$ cat src/rtl/bcd_time_counter_if.sv
// Control strobes and BCD digit outputs of the hh:mm:ss time counter.
// The master drives run/adjust inputs and reads the six digit channels plus the tick.
interface bcd_time_counter_if;
    logic       en;
    logic       adj_min;
    logic       adj_hour;
    logic [3:0] ch0;
    logic [3:0] ch1;
    logic [3:0] ch2;
    logic [3:0] ch3;
    logic [3:0] ch4;
    logic [3:0] ch5;
    logic       sec_tick;

    modport master (
        output en, adj_min, adj_hour,
        input  ch0, ch1, ch2, ch3, ch4, ch5, sec_tick
    );

    modport slave (
        input  en, adj_min, adj_hour,
        output ch0, ch1, ch2, ch3, ch4, ch5, sec_tick
    );
endinterface

$ cat src/rtl/bcd_time_counter.sv
// Free-running hh:mm:ss counter in packed BCD with a one-second prescaler.
// Each digit is its own counter; carries are explicit enables, adjust strobes OR into them.
module bcd_time_counter #(
    parameter int TICK_DIV = 50000000,
    parameter int CNT_W    = 26
) (
    input  logic               clk,
    input  logic               rst,
    bcd_time_counter_if.slave  bus
);
    localparam logic [CNT_W-1:0] PRESC_LAST = CNT_W'(TICK_DIV - 1);

    logic [CNT_W-1:0] presc_q, presc_d;
    logic [3:0] s0_q, s0_d, s1_q, s1_d;
    logic [3:0] m0_q, m0_d, m1_q, m1_d;
    logic [3:0] h0_q, h0_d, h1_q, h1_d;
    logic       sec_tick_q;

    logic tick_w, sec_carry_w, min_adv_w, min_carry_w, hour_adv_w;

    assign tick_w      = bus.en && (presc_q == PRESC_LAST);
    assign sec_carry_w = tick_w && (s0_q == 4'd9) && (s1_q == 4'd5);
    assign min_adv_w   = sec_carry_w || bus.adj_min;
    // An adjust-driven minute wrap must not roll the hours.
    assign min_carry_w = sec_carry_w && (m0_q == 4'd9) && (m1_q == 4'd5);
    assign hour_adv_w  = min_carry_w || bus.adj_hour;

    always_comb begin
        presc_d = presc_q;
        s0_d    = s0_q;
        s1_d    = s1_q;
        m0_d    = m0_q;
        m1_d    = m1_q;
        h0_d    = h0_q;
        h1_d    = h1_q;

        if (bus.en) begin
            presc_d = tick_w ? '0 : presc_q + 1'b1;
        end

        if (tick_w) begin
            if (s0_q == 4'd9) begin
                s0_d = 4'd0;
                s1_d = (s1_q == 4'd5) ? 4'd0 : s1_q + 4'd1;
            end else begin
                s0_d = s0_q + 4'd1;
            end
        end

        if (min_adv_w) begin
            if (m0_q == 4'd9) begin
                m0_d = 4'd0;
                m1_d = (m1_q == 4'd5) ? 4'd0 : m1_q + 4'd1;
            end else begin
                m0_d = m0_q + 4'd1;
            end
        end

        if (hour_adv_w) begin
            if ((h1_q == 4'd2) && (h0_q == 4'd3)) begin
                h0_d = 4'd0;
                h1_d = 4'd0;
            end else if (h0_q == 4'd9) begin
                h0_d = 4'd0;
                h1_d = h1_q + 4'd1;
            end else begin
                h0_d = h0_q + 4'd1;
            end
        end
    end

    always_ff @(posedge clk or posedge rst) begin
        if (rst) begin
            presc_q    <= '0;
            s0_q       <= 4'd0;
            s1_q       <= 4'd0;
            m0_q       <= 4'd0;
            m1_q       <= 4'd0;
            h0_q       <= 4'd0;
            h1_q       <= 4'd0;
            sec_tick_q <= 1'b0;
        end else begin
            presc_q    <= presc_d;
            s0_q       <= s0_d;
            s1_q       <= s1_d;
            m0_q       <= m0_d;
            m1_q       <= m1_d;
            h0_q       <= h0_d;
            h1_q       <= h1_d;
            sec_tick_q <= tick_w;
        end
    end

    assign bus.ch0      = s0_q;
    assign bus.ch1      = s1_q;
    assign bus.ch2      = m0_q;
    assign bus.ch3      = m1_q;
    assign bus.ch4      = h0_q;
    assign bus.ch5      = h1_q;
    assign bus.sec_tick = sec_tick_q;
endmodule

$ cat src/flat_wrapper.sv
// flat-port wrapper written by rule: the top's interface ports become plain ports
module bcd_time_counter_flat 
#(
    parameter int TICK_DIV = 50000000,
    parameter int CNT_W    = 26
)
  (clk, rst, bus_en, bus_adj_min, bus_adj_hour, bus_ch0, bus_ch1, bus_ch2, bus_ch3, bus_ch4, bus_ch5, bus_sec_tick);
  bcd_time_counter_if bus_i ();
  input  logic clk;
  input  logic rst;
  input wire logic [$bits(bus_i.en)-1:0] bus_en;
  input wire logic [$bits(bus_i.adj_min)-1:0] bus_adj_min;
  input wire logic [$bits(bus_i.adj_hour)-1:0] bus_adj_hour;
  output wire logic [$bits(bus_i.ch0)-1:0] bus_ch0;
  output wire logic [$bits(bus_i.ch1)-1:0] bus_ch1;
  output wire logic [$bits(bus_i.ch2)-1:0] bus_ch2;
  output wire logic [$bits(bus_i.ch3)-1:0] bus_ch3;
  output wire logic [$bits(bus_i.ch4)-1:0] bus_ch4;
  output wire logic [$bits(bus_i.ch5)-1:0] bus_ch5;
  output wire logic [$bits(bus_i.sec_tick)-1:0] bus_sec_tick;
  assign bus_i.en = bus_en;
  assign bus_i.adj_min = bus_adj_min;
  assign bus_i.adj_hour = bus_adj_hour;
  assign bus_ch0 = bus_i.ch0;
  assign bus_ch1 = bus_i.ch1;
  assign bus_ch2 = bus_i.ch2;
  assign bus_ch3 = bus_i.ch3;
  assign bus_ch4 = bus_i.ch4;
  assign bus_ch5 = bus_i.ch5;
  assign bus_sec_tick = bus_i.sec_tick;
  bcd_time_counter #(.TICK_DIV(TICK_DIV), .CNT_W(CNT_W)) u_core (.clk(clk), .rst(rst), .bus(bus_i));
endmodule
$ cat config.mk
export PLATFORM = sky130hd
export DESIGN_NAME = bcd_time_counter_flat
export DESIGN_NICKNAME = d
export VERILOG_FILES = /design/src/rtl/bcd_time_counter_if.sv /design/src/rtl/bcd_time_counter.sv /design/src/flat_wrapper.sv
export SDC_FILE = /design/constraint.sdc
export NUM_CORES = 1
export LEC_CHECK = 0
export CELL_PAD_IN_SITES_DETAIL_PLACEMENT = 1
export CELL_PAD_IN_SITES_GLOBAL_PLACEMENT = 1
export CORE_MARGIN = 4
export CORE_UTILIZATION = 40
export DETAILED_ROUTE_END_ITERATION = 16
export HOLD_SLACK_MARGIN = 0.08
export PLACE_DENSITY = 0.85
export SYNTH_ARGS = -nofsm -noshare
export SYNTH_HDL_FRONTEND = slang
export SYNTH_SLANG_ARGS = --single-unit
$ cat constraint.sdc
create_clock -name clk -period 2.3 [get_ports clk]
set_input_delay 0.345 -clock clk [delete_from_list [all_inputs] [get_ports clk]]
set_output_delay 0.345 -clock clk [all_outputs]
set_load 0.05 [all_outputs]
==> flow_metrics.tcl <==
set metrics [dict create \
    synth_edf_count 0 \
    relSlewSlack_pct 65.81 \
    grt-ovfl-total 0 \
    place.gp.congestion 0.8031 \
    synthesis.area_um2 2605 \
    finalMaxSlewViolations 0 \
    root_buffer "clkbuf_8" \
    post_dp_cell_area_um2 3099 \
    finalHoldViolCount 0 \
    synthesis.nets 259 \
    routedWlPerCell_um 16.66 \
    drc 0 \
    fin_crit_sh_pct 94.08 \
    grt_pass1_wl_um 10810 \
    crit_path_start_kind "input port" \
    yosysWarnings 0 \
    synth_cell_types 43 \
    start_util_pct 41.02 \
    grt_util_met3_pct 3.166 \
    grt_pass1_vias 2258 \
    antenna_found_initial 0 \
    grt_util_met2_pct 31.17 \
    min_path_type "in2async" \
    dr_total_vias 2027 \
    htreeDepth 2 \
    synthTopCellsByArea "dfrtp_1 49%, xnor2_1 7.4%, nor2_1 3.5%" \
    clk_latency_ns 0.31 \
    synthTopCellsByCount "51 x dfrtp_1, 24 x nor2_1, 22 x xnor2_1, 18 x nand2_1, 14 x inv_1" \
    fin_crit_ns 2.164 \
    die_h_um 88.70 \
    area_growth_pct 24.54 \
    drv_cap 0 \
    crit_chain "clkdlybuf4s50_1, and3_1, nand2_1, o41a_1, nor2_1, mux2_2" \
    ys.flop_type "dfrtp_1" \
    multiInputGateArea_um2 1264 \
    max_freq_ghz 0.4622 \
    ir_drop_uv 853.3 \
    worst_slack_ns 0.1363 \
    crit_path_start "bus_en" \
    seq_area_um2 1276 \
    cts_hold_buf 0 \
    grt_setup_unrepaired "false" \
    syn_area_per_cell_um2 10.46 \
    total_power_w 0.003291 \
    dp_hpwl_um 4373 \
    yosysMostFrequentCell "dfrtp_1" \
    worstPathRequired_ns 2.50 \
    syn_inst 249 \
    critPathCaptureType "flip-flop" \
    numPortBuffers 29 \
    synth_top_area_share_pct 48.99 \
    critical_path_class "in2reg" \
    final_area_um2 3244 \
    outcome "finished, final reports clean" \
    crit_arrival_ns 2.36 \
    clock-sinks 51 \
    yosysSeqAreaShare_pct 48.99 \
    worstReg2RegEnd "u_core.bus.ch5[2]" \
    clk_pin_slew_worst_paths_ns 0.09 \
    cts_made_buffers 5 \
    reg2reg_setup_slack_ns 0.16 \
    slowest_delay_ns 0.58 \
    antennaDiodeCount 0 \
    cts_buffer_depth 2 \
    io_pins 30 \
    crit-reg2reg-launch "u_core.presc_q[7]" \
    ant_nets 0 \
    drt_iter0_markers 63 \
    fin_nets 308 \
    n_fill_cell 686 \
    power.density_nw_per_um2 1014 \
    dp.cells 366 \
    rows 29 \
    dieWidth_um 88.70 \
    fp.coreArea_um2 6350 \
    synth_top_cell_by_area "dfrtp_1" \
    synth-async-reset-ratio_pct 100.0 \
    ys_seq_elements 51 \
    via_per_inst 5.391 \
    use_met1_pct 21.82 \
    fin_cells 376 \
    worst_pin_slew_ns 0.5112 \
    setup_violations 0 \
    critPathSlowestCell "clkdlybuf4s50_1" \
    place_ws_ns -0.1559 \
    rr_worst_depth 5 \
    drt_first_pass_iters 4 \
    grt_max_degree 52 \
    grt_use_total_pct 17.45 \
    die_area_um2 7868 \
    cts_tree "yes" \
    wl_um 6264 \
    endpoint "u_core.bus.ch3[1]" \
    drive_gt1_share_pct 15.05 \
    grt.busiest_layer "met2" \
    p_leak_nw 1.454 \
    clock_skew_ns 0.007816 \
    worstPathMaxFanout 9 \
]
## metrics by stage
stage          util (%)  setup TNS (ns)  hold slack, ns
4_1_cts           50.66               0          0.4112
5_1_grt           51.09               0          0.4293
2_1_floorplan         -               0          0.4388
3_3_place_gp      48.81         -0.3713          0.4573
6_report          51.09               0          0.3967
3_5_place_dp      48.81          -1.031          0.4560
## state kept, by name (all words and copies together) (netlist names)
signal and cells:
u_core.presc_q 26, u_core.bus.ch0 4, u_core.bus.ch1 4, u_core.bus.ch2 4, u_core.bus.ch3 4, u_core.bus.ch4 4, u_core.bus.ch5 4, u_core.bus.sec_tick 1
## cell families (layout without fill, tap and decap cells)
group                    after synthesis  in the layout  synth area share [%]
AND/OR/NAND/NOR                      106            106                 24.06
flip-flops                            51             51                 48.99
AO/OA/AOI/OAI                         32             32                 8.694
XOR/XNOR                              30             30                 10.09
buffers and inverters                 19             69                 3.170
multiplexers                           6              6                 2.593
adder cells (fa/ha/maj)                5              5                 2.402
## metal layers
| metal | part of all wire [%] | vias to the layer above |
|---|---|---|
| met4 | 1.2 | 0 |
| met2 | 52 | 28 |
| met1 | 44 | 1019 |
| met5 | 0 | - |
| met3 | 2.6 | 6 |
| li1 | - | 974 |
## layout by cell type, fill, tap and decap left out, types with 9 or more instances in the layout
master           count
nor2_1              24
dfrtp_1             51
inv_1               13
nand2_1             18
nand3_1              9
xnor2_1             22
clkdlybuf4s50_1     29
buf_4               17
## critical path: cells and delay by family
family,cells,cell delay [ns]
muxes,1,0.34
AOI/OAI and AO/OA,1,0.57
buffers and inverters,1,0.58
and+or+nand+nor,3,0.52
## worst min path at each step
stage | from | end | cells past startpoint
floorplan | u_core.presc_q[6] | u_core.presc_q[6] | 1
detailed placement | u_core.presc_q[6] | u_core.presc_q[6] | 1
CTS | rst | u_core.presc_q[5] | 3
finish | rst | u_core.presc_q[7] | 3
global placement | u_core.presc_q[6] | u_core.presc_q[6] | 1
global route | rst | u_core.presc_q[7] | 3
## report_power, final
group,switching [W],internal [W]
Sequential,0.000262,0.00108
Clock,0.000303,0.000352
Combinational,0.000805,0.000489
Total,0.00137,0.00192
## cell type report
class / instances / area share, %
clock buffers: 6 / 2.545
clock inverters: 2 / 1.080
inverters: 14 / 1.620
multi-input cells: 179 / 38.95
flip-flops and latches: 51 / 39.34
well taps: 77 / 2.970
repair buffers: 47 / 13.50
## repair_timing
action                                  CTS  global route
endpoints found under the setup margin    0             5
resized for setup                         0             2
buffers inserted                          0             2
Power figures use the tool's default switching activity.
